File: config.mk
export PLATFORM = sky130hd
export DESIGN_NAME = map_ss_seq
export DESIGN_NICKNAME = d
export VERILOG_FILES = /design/src/rtl/map_ss_seq.sv
export SDC_FILE = /design/constraint.sdc
export NUM_CORES = 1
export LEC_CHECK = 0
export BUFFER_PORTS_ARGS = -buffer_cell sky130_fd_sc_hd__buf_2
export CAP_MARGIN = 20
export CORE_MARGIN = 2
export CORE_UTILIZATION = 45
export DETAILED_ROUTE_END_ITERATION = 6
export PLACE_DENSITY_LB_ADDON = 0.08
export SLEW_MARGIN = 20
export SYNTH_ARGS = -nofsm -noshare
export SYNTH_HDL_FRONTEND = slang
export SYNTH_SLANG_ARGS = --single-unit
File: constraint.sdc
create_clock -name clk -period 4.5 [get_ports clk]
set_clock_uncertainty 0.05 [all_clocks]
set_input_delay 0.45 -clock clk [delete_from_list [all_inputs] [get_ports clk]]
set_output_delay 0.45 -clock clk [all_outputs]
set_load 0.03 [all_outputs]
File: src/rtl/map_ss_seq.sv
`default_nettype none
// ============================================================================
// Module : map_ss_seq
// Save-state sequencer: copies mapper registers to the host state buffer
// (save) or writes them back across one falling m2 edge each (load).
// Rev    : 1.0
// ============================================================================
module map_ss_seq #(
    parameter int SS_REGS    = 128,
    parameter int SETTLE     = 2,
    parameter int M2_TIMEOUT = 4095
) (
    input  logic       clk,
    input  logic       rst_n,
    input  logic       m2,
    input  logic       start,
    input  logic       dir,
    output logic       busy,
    output logic       done,
    output logic       err,
    output logic       ss_act,
    output logic       ss_we,
    output logic [7:0] ss_addr,
    output logic [7:0] ss_dat,
    input  logic [7:0] ss_rdat,
    output logic [7:0] buf_addr,
    output logic       buf_we,
    output logic [7:0] buf_wdat,
    input  logic [7:0] buf_rdat
);

    localparam int c_TMO_W = $clog2(M2_TIMEOUT + 1);
    localparam int c_SET_W = $clog2(SETTLE + 1);
    localparam int c_CNT_W = (c_TMO_W > c_SET_W) ? c_TMO_W : c_SET_W;

    localparam logic [c_CNT_W-1:0] c_SET_LAST = c_CNT_W'(SETTLE - 1);
    localparam logic [c_CNT_W-1:0] c_TMO_LAST = c_CNT_W'(M2_TIMEOUT - 1);
    localparam logic [7:0]         c_IDX_LAST = 8'(SS_REGS - 1);

    localparam logic [3:0] c_ST_IDLE     = 4'd0;
    localparam logic [3:0] c_ST_SV_WAIT  = 4'd1;
    localparam logic [3:0] c_ST_SV_CAP   = 4'd2;
    localparam logic [3:0] c_ST_LD_FETCH = 4'd3;
    localparam logic [3:0] c_ST_LD_LATCH = 4'd4;
    localparam logic [3:0] c_ST_LD_HI    = 4'd5;
    localparam logic [3:0] c_ST_LD_FALL  = 4'd6;
    localparam logic [3:0] c_ST_LD_NEXT  = 4'd7;
    localparam logic [3:0] c_ST_FIN      = 4'd8;

    logic [3:0]         r_state;
    logic [3:0]         w_next;
    logic [7:0]         r_idx;
    logic [c_CNT_W-1:0] r_cnt;
    logic               r_m2_meta;
    logic               r_m2s;
    logic               r_m2s_d;
    logic               r_busy;
    logic               r_done;
    logic               r_err;
    logic               r_ss_act;
    logic               r_ss_we;
    logic [7:0]         r_ss_dat;

    logic w_m2_fall;
    logic w_idx_last;
    logic w_tmo;

    assign w_m2_fall  = r_m2s_d & ~r_m2s;
    assign w_idx_last = (r_idx == c_IDX_LAST);
    assign w_tmo      = (r_cnt == c_TMO_LAST);

    always_ff @(posedge clk or negedge rst_n) begin
        if (!rst_n) begin
            r_state <= c_ST_IDLE;
        end else begin
            r_state <= w_next;
        end
    end

    always_comb begin
        w_next = r_state;
        case (r_state)
            c_ST_IDLE: begin
                if (start) begin
                    w_next = dir ? c_ST_LD_FETCH : c_ST_SV_WAIT;
                end
            end
            c_ST_SV_WAIT: begin
                if (r_cnt == c_SET_LAST) begin
                    w_next = c_ST_SV_CAP;
                end
            end
            c_ST_SV_CAP:   w_next = w_idx_last ? c_ST_FIN : c_ST_SV_WAIT;
            c_ST_LD_FETCH: w_next = c_ST_LD_LATCH;
            c_ST_LD_LATCH: w_next = c_ST_LD_HI;
            c_ST_LD_HI: begin
                if (r_m2s) begin
                    w_next = c_ST_LD_FALL;
                end else if (w_tmo) begin
                    w_next = c_ST_FIN;
                end
            end
            c_ST_LD_FALL: begin
                if (w_m2_fall) begin
                    w_next = c_ST_LD_NEXT;
                end else if (w_tmo) begin
                    w_next = c_ST_FIN;
                end
            end
            c_ST_LD_NEXT:  w_next = w_idx_last ? c_ST_FIN : c_ST_LD_FETCH;
            c_ST_FIN:      w_next = c_ST_IDLE;
            default:       w_next = c_ST_IDLE;
        endcase
    end

    always_comb begin
        buf_we   = 1'b0;
        buf_addr = 8'h00;
        buf_wdat = 8'h00;
        case (r_state)
            c_ST_SV_CAP: begin
                buf_we   = 1'b1;
                buf_addr = r_idx;
                buf_wdat = ss_rdat;
            end
            c_ST_LD_FETCH: buf_addr = r_idx;
            default: ;
        endcase
    end

    // The counter restarts on every state change, so it measures both the
    // settle time and the m2 wait of the current state only.
    always_ff @(posedge clk or negedge rst_n) begin
        if (!rst_n) begin
            r_idx     <= 8'h00;
            r_cnt     <= '0;
            r_m2_meta <= 1'b0;
            r_m2s     <= 1'b0;
            r_m2s_d   <= 1'b0;
            r_busy    <= 1'b0;
            r_done    <= 1'b0;
            r_err     <= 1'b0;
            r_ss_act  <= 1'b0;
            r_ss_we   <= 1'b0;
            r_ss_dat  <= 8'h00;
        end else begin
            r_m2_meta <= m2;
            r_m2s     <= r_m2_meta;
            r_m2s_d   <= r_m2s;
            r_cnt     <= (w_next == r_state) ? r_cnt + 1'b1 : '0;
            r_done    <= (r_state == c_ST_FIN);
            case (r_state)
                c_ST_IDLE: begin
                    if (start) begin
                        r_err    <= 1'b0;
                        r_idx    <= 8'h00;
                        r_ss_act <= 1'b1;
                        r_busy   <= 1'b1;
                    end
                end
                c_ST_SV_CAP: begin
                    if (!w_idx_last) begin
                        r_idx <= r_idx + 8'd1;
                    end
                end
                c_ST_LD_LATCH: r_ss_dat <= buf_rdat;
                c_ST_LD_HI: begin
                    if (r_m2s) begin
                        r_ss_we <= 1'b1;
                    end else if (w_tmo) begin
                        r_err <= 1'b1;
                    end
                end
                c_ST_LD_FALL: begin
                    if (w_m2_fall) begin
                        r_ss_we <= 1'b0;
                    end else if (w_tmo) begin
                        r_ss_we <= 1'b0;
                        r_err   <= 1'b1;
                    end
                end
                c_ST_LD_NEXT: begin
                    if (!w_idx_last) begin
                        r_idx <= r_idx + 8'd1;
                    end
                end
                c_ST_FIN: begin
                    r_ss_act <= 1'b0;
                    r_busy   <= 1'b0;
                end
                default: ;
            endcase
        end
    end

    assign busy    = r_busy;
    assign done    = r_done;
    assign err     = r_err;
    assign ss_act  = r_ss_act;
    assign ss_we   = r_ss_we;
    assign ss_dat  = r_ss_dat;
    assign ss_addr = r_ss_act ? r_idx : 8'h00;

endmodule
`default_nettype wire
-- Word level (Yosys, flattened, before mapping)
Cells that the tools add are included.
- bits in registers: 39
- bits of input ports: 21
- output and inout port bits: 38
- logic and storage cells: 72
- $add $sub $neg: 2
- equality and inequality tests: 18
- muxes and demuxes: 28
- bitwise gates (word level): 2
- reductions and logical operators: 11
- operators by type and width (operator ; number):
    $mux W8 ; 5
    $pmux W4 S8 ; 1
    $mux W4 ; 7
    $eq A4 B3 Y1 const B ; 4
    $pmux W8 S2 ; 1
    $add A12 B1 Y12 const B ; 1
    $eq A12 B1 Y1 const B ; 1
    $eq A12 B12 Y1 const B ; 1
    $mux W12 ; 1
    $ne A2 B2 Y1 const B ; 5
    $mux W1 ; 9
    $add A8 B1 Y8 const B ; 1
    $eq A4 B2 Y1 const B ; 2
    $eq A8 B7 Y1 const B ; 1
    $reduce_and A3 Y1 ; 2
    $reduce_bool A2 Y1 ; 3
    $eq A4 B1 Y1 const B ; 1
    $eq A4 B4 Y1 ; 1
    $eq A4 B4 Y1 const B ; 1
    $logic_not A4 Y1 ; 1
    $pmux W1 S2 ; 2
    $reduce_and A4 Y1 ; 1
    $reduce_or A2 Y1 ; 2
    $ne A3 B3 Y1 const B ; 1
    6 further kinds ; 6

-- Logic depth before layout (Yosys ltp)
- word-level depth: 6
- mapped depth: 8

-- Worst setup path before layout
OpenSTA, ideal clock, no wires.
- path kind: flip-flop to output port
- start: register r_state[1]
- end: output port buf_wdat[0]
- data arrival time: 1958 ps
- required time: 4000 ps
- path slack: 2042 ps
- stages on the path, launching flop included: 5
- cell sequence: dfrtp_1 buf_2 nand2b_1 nor3_1 and2_1
- longest elaborated chain between the ends: 2
- RTL lines (element ; line ; source):
    from (decl) ; 50 ; logic [3:0] r_state;
    from (signal assigned) ; 74 ; r_state <= c_ST_IDLE;
    from (signal assigned) ; 76 ; r_state <= w_next;
    $eq A4 B2 Y1 ; 120 ; case (r_state)
    $mux W8 ; 120 ;
    to (decl) ; 28 ; output logic [7:0] buf_wdat,
Every way passes these cells.

-- Final worst setup path
- start: register r_state[3]
- end: register r_cnt[11]
- longest elaborated chain between the ends: 5
- elaborated cells between the ends (all ways): 16
- those cells by class: eq/ne: 8; mux: 7; reduce/logical: 1
- RTL lines (element ; line ; source):
    $mux W4 ; 99, 106 ;
    $mux W4 (on tied branches) ; 104, 97 ;
    $pmux W4 S8 ; 82 ; case (r_state)
    $eq A4 B4 Y1 * ; 150 ; r_cnt <= (w_next == r_state) ? r_cnt + 1'b1 : '0;
    $mux W12 * ; 150 ;
    to (signal assigned) ; 150 ;
    to (decl) ; 53 ; logic [c_CNT_W-1:0] r_cnt;
Mark *: on every way between the ends. The rest lies on a longest branch, timed or not.
A chain may end at the register's enable or synchronous reset.

==> metrics.csv <==
metric,value,unit
status,"complete, no violations",
drt_iter0_drc,175,
max_clock_freq,357.8,MHz
grt_pass1_vias,1839,
post_synth_mux_area_share,0.03725,
relSlewSlack,0.4052,
place.gp.congestion,0.8585,
num_rows,26,
synthSimpleGateAreaFrac,0.2819,
via_count,2012,
cts_buffers,5,
die_area,5977,sq um
synth_nets,269,
ir_drop,266.5,uV
synth_common_cells,"dfrtp_1, and2_1, or3_1",
avgSynthCellArea,9.912,sq um
fin_crit_sh,0.6211,
grt_max_degree,40,
ys_seq_area_frac,0.4035,
dieWidth,77.31,um
synth_top_cell_by_area,dfrtp_1,
io_pins,59,
power_per_cell_area,519.1,nW/um^2
synthAdderAreaFrac,0.02483,
place_area,2719,sq um
cp-start-kind,flip-flop,
synth_edf_count,0,
power.leakage,0.001260,uW
grt_overflow,0,
synthFlopType,dfrtp_1,
nets,322,
grt_setup_unrepaired,no,
finalMaxSlewViolations,0,
synth.distinct_cells,51,
cp_data_arrival_time,2.93,ns
hp-class,primary input to flip-flop,
grt_pass1_wl,8.928,mm
synthToLayoutAreaGrowth,17.18,%
firstDrtPassIters,4,
avgRoutedWirePerCell,14.42,um
setup_viol,0,
synth_top_family_by_area,simple AND/OR/NAND/NOR gates,
synth-seq-cells,39,
clk_latency,0.30,ns
antennaDiodeCount,0,
cts-root-buf,clkbuf_8,
antenna_left,0,
criticalPathCategory,flip-flop to flip-flop,
dp_cells,360,
path_clk_slew,0.09,ns
path_cells,nor2_1 -> and4_1 -> a221oi_4 -> nand4_1 -> a211oi_1,
synth_area_leaders,"dfrtp_1, a211oi_2, and2_1, or3_1, mux2_2",
period_minus_slack,2.795,ns
final_util,0.5514,
core,5140,sq um
hold_viol,0,
final_area,2834,sq um
tritoncts,done,
via_per_inst,5.467,
cp.required,4.64,ns
clockBufferDepth,2,
cts_max_level,2,
grt_usage,0.1887,
place.port_buffers,58,
cts_resized,0,
fin_cells,368,
cts.sink_count,39,
dp_hpwl,3.700,mm
antenna_found_initial,0,
routed_wl,5.308,mm
worst_pin_slew,0.8922,ns
maxCapViolations,0,
cp_max_fo,20,
synth_area,2419,sq um
postSynth.asyncResetShare,1.000,
initial_core_util,0.4705,
end_kind,flip-flop,
slowest_delay,0.70,ns
drc_errors,0,
hold_buffers,0,
synth-xor-area-share,0.03983,
die_h,77.31,um
synthCells,244,
drive_gt1_frac,0.3255,
cp_slowest_cell,dfrtp_1,
setup_tns,0,ns
yosysWarnings,0,
synth_top_cell_area_share,0.4035,
post-cts-setup-buffers,0,
synth.most_common_cell,dfrtp_1,
synth_compound_area_frac,0.1619,
==> metal layers <==
| metal | routed length (um) | GRT usage | share of wire | vias up |
|---|---|---|---|---|
| met5 | 0 | 0 | 0 | - |
| met4 | 106 | 0.06964 | 0.020 | 0 |
| met3 | 346 | 0.04588 | 0.065 | 10 |
| met2 | 2428 | 0.2939 | 0.46 | 77 |
| met1 | 2428 | 0.2549 | 0.46 | 934 |
| li1 | - | - | - | 991 |
==> flip-flops by register name, indices dropped and copies added, names as in the netlist <==
register,cells
r_cnt,12
r_idx,8
ss_dat,8
r_state,4
done,1
err,1
r_m2_meta,1
r_m2s,1
r_m2s_d,1
ss_act,1
ss_we,1
==> critical path, delay by kind of cell, from the launching register on <==
family             cells  cell delay (ns)
and+or+nand+nor        3             1.11
DFF                    1             0.70
AOI/OAI and AO/OA      2             0.81
==> power by group <==
part	switching, uW	total (uW)	internal, uW
Clock	139	306	167
Combinational	434	661	227
Sequential	83.2	504	421
==> worst paths after layout <==
| path | start | to | slack [ns] | cells past startpoint |
|---|---|---|---|---|
| max | r_state[3]$_DFF_PN0_ | r_cnt[11]$_DFF_PN0_ | 1.71 | 5 |
| min in group asynchronous | rst_n | ss_dat[6]$_DFFE_PN0P_ | 0.21 | 1 |
| max reg2reg | r_state[3]$_DFF_PN0_ | r_cnt[11]$_DFF_PN0_ | 1.71 | 5 |
| max in group asynchronous | rst_n | ss_we$_DFFE_PN0P_ | 3.64 | 1 |
| min reg2reg | r_m2_meta$_DFF_PN0_ | r_m2s$_DFF_PN0_ | 0.30 | 0 |
| min | m2 | r_m2_meta$_DFF_PN0_ | 0.20 | 1 |
==> cells in the final DEF, fill, tap and decap left out, types with 2 or more instances in the layout <==
| master | synthesis | layout |
|---|---|---|
| a211oi_1 | 2 | 2 |
| a211oi_2 | 11 | 11 |
| a21oi_1 | 12 | 12 |
| and2_1 | 20 | 20 |
| and2_2 | 2 | 2 |
| and3_1 | 3 | 3 |
| buf_2 | 5 | 58 |
| clkbuf_8 | 0 | 5 |
| dfrtp_1 | 39 | 39 |
| ha_1 | 4 | 4 |
| inv_1 | 10 | 10 |
| mux2_2 | 8 | 8 |
| nand2_1 | 14 | 14 |
| nand2b_1 | 7 | 7 |
| nand3_1 | 9 | 9 |
| nand4_1 | 2 | 2 |
| nand4_2 | 2 | 2 |
| nand4bb_1 | 2 | 2 |
| nor2_1 | 10 | 10 |
| nor2b_1 | 2 | 2 |
| nor3_1 | 5 | 5 |
| nor3_2 | 2 | 2 |
| nor4b_1 | 2 | 2 |
| o21ai_0 | 5 | 5 |
| o221ai_1 | 2 | 2 |
| o31ai_1 | 6 | 6 |
| or3_1 | 16 | 16 |
| or4_1 | 5 | 5 |
| xnor2_1 | 4 | 4 |
| xor2_1 | 7 | 7 |
==> kinds of logic after synthesis <==
group | count (synthesis)
mux | 8
fa+ha+maj | 5
compound gates | 47
simple gates | 111
flops | 39
xor+xnor | 11
buf+inv | 23
==> metrics by stage <==
stage	hold WS [ns]	worst slack (ns)	power, uW
2_1_floorplan	0.1044	2.042	1032
3_3_place_gp	0.2848	1.761	1168
3_5_place_dp	0.2878	1.702	1175
4_1_cts	0.1878	1.661	1483
5_1_grt	0.1899	1.436	1571
6_report	0.2017	1.705	1471
==> final cells by class <==
| class | count | area (sq um) |
|---|---|---|
| sequential | 39 | 975.9 |
| multi-input combinational | 182 | 1320 |
| clock buffer | 5 | 68.82 |
| fill | 484 | 2306 |
| inverter | 10 | 37.54 |
| timing repair buffer | 59 | 297.8 |
| tap | 70 | 87.58 |
| clock inverter | 3 | 46.29 |
Note: power is estimated with default switching activity, not from simulation.
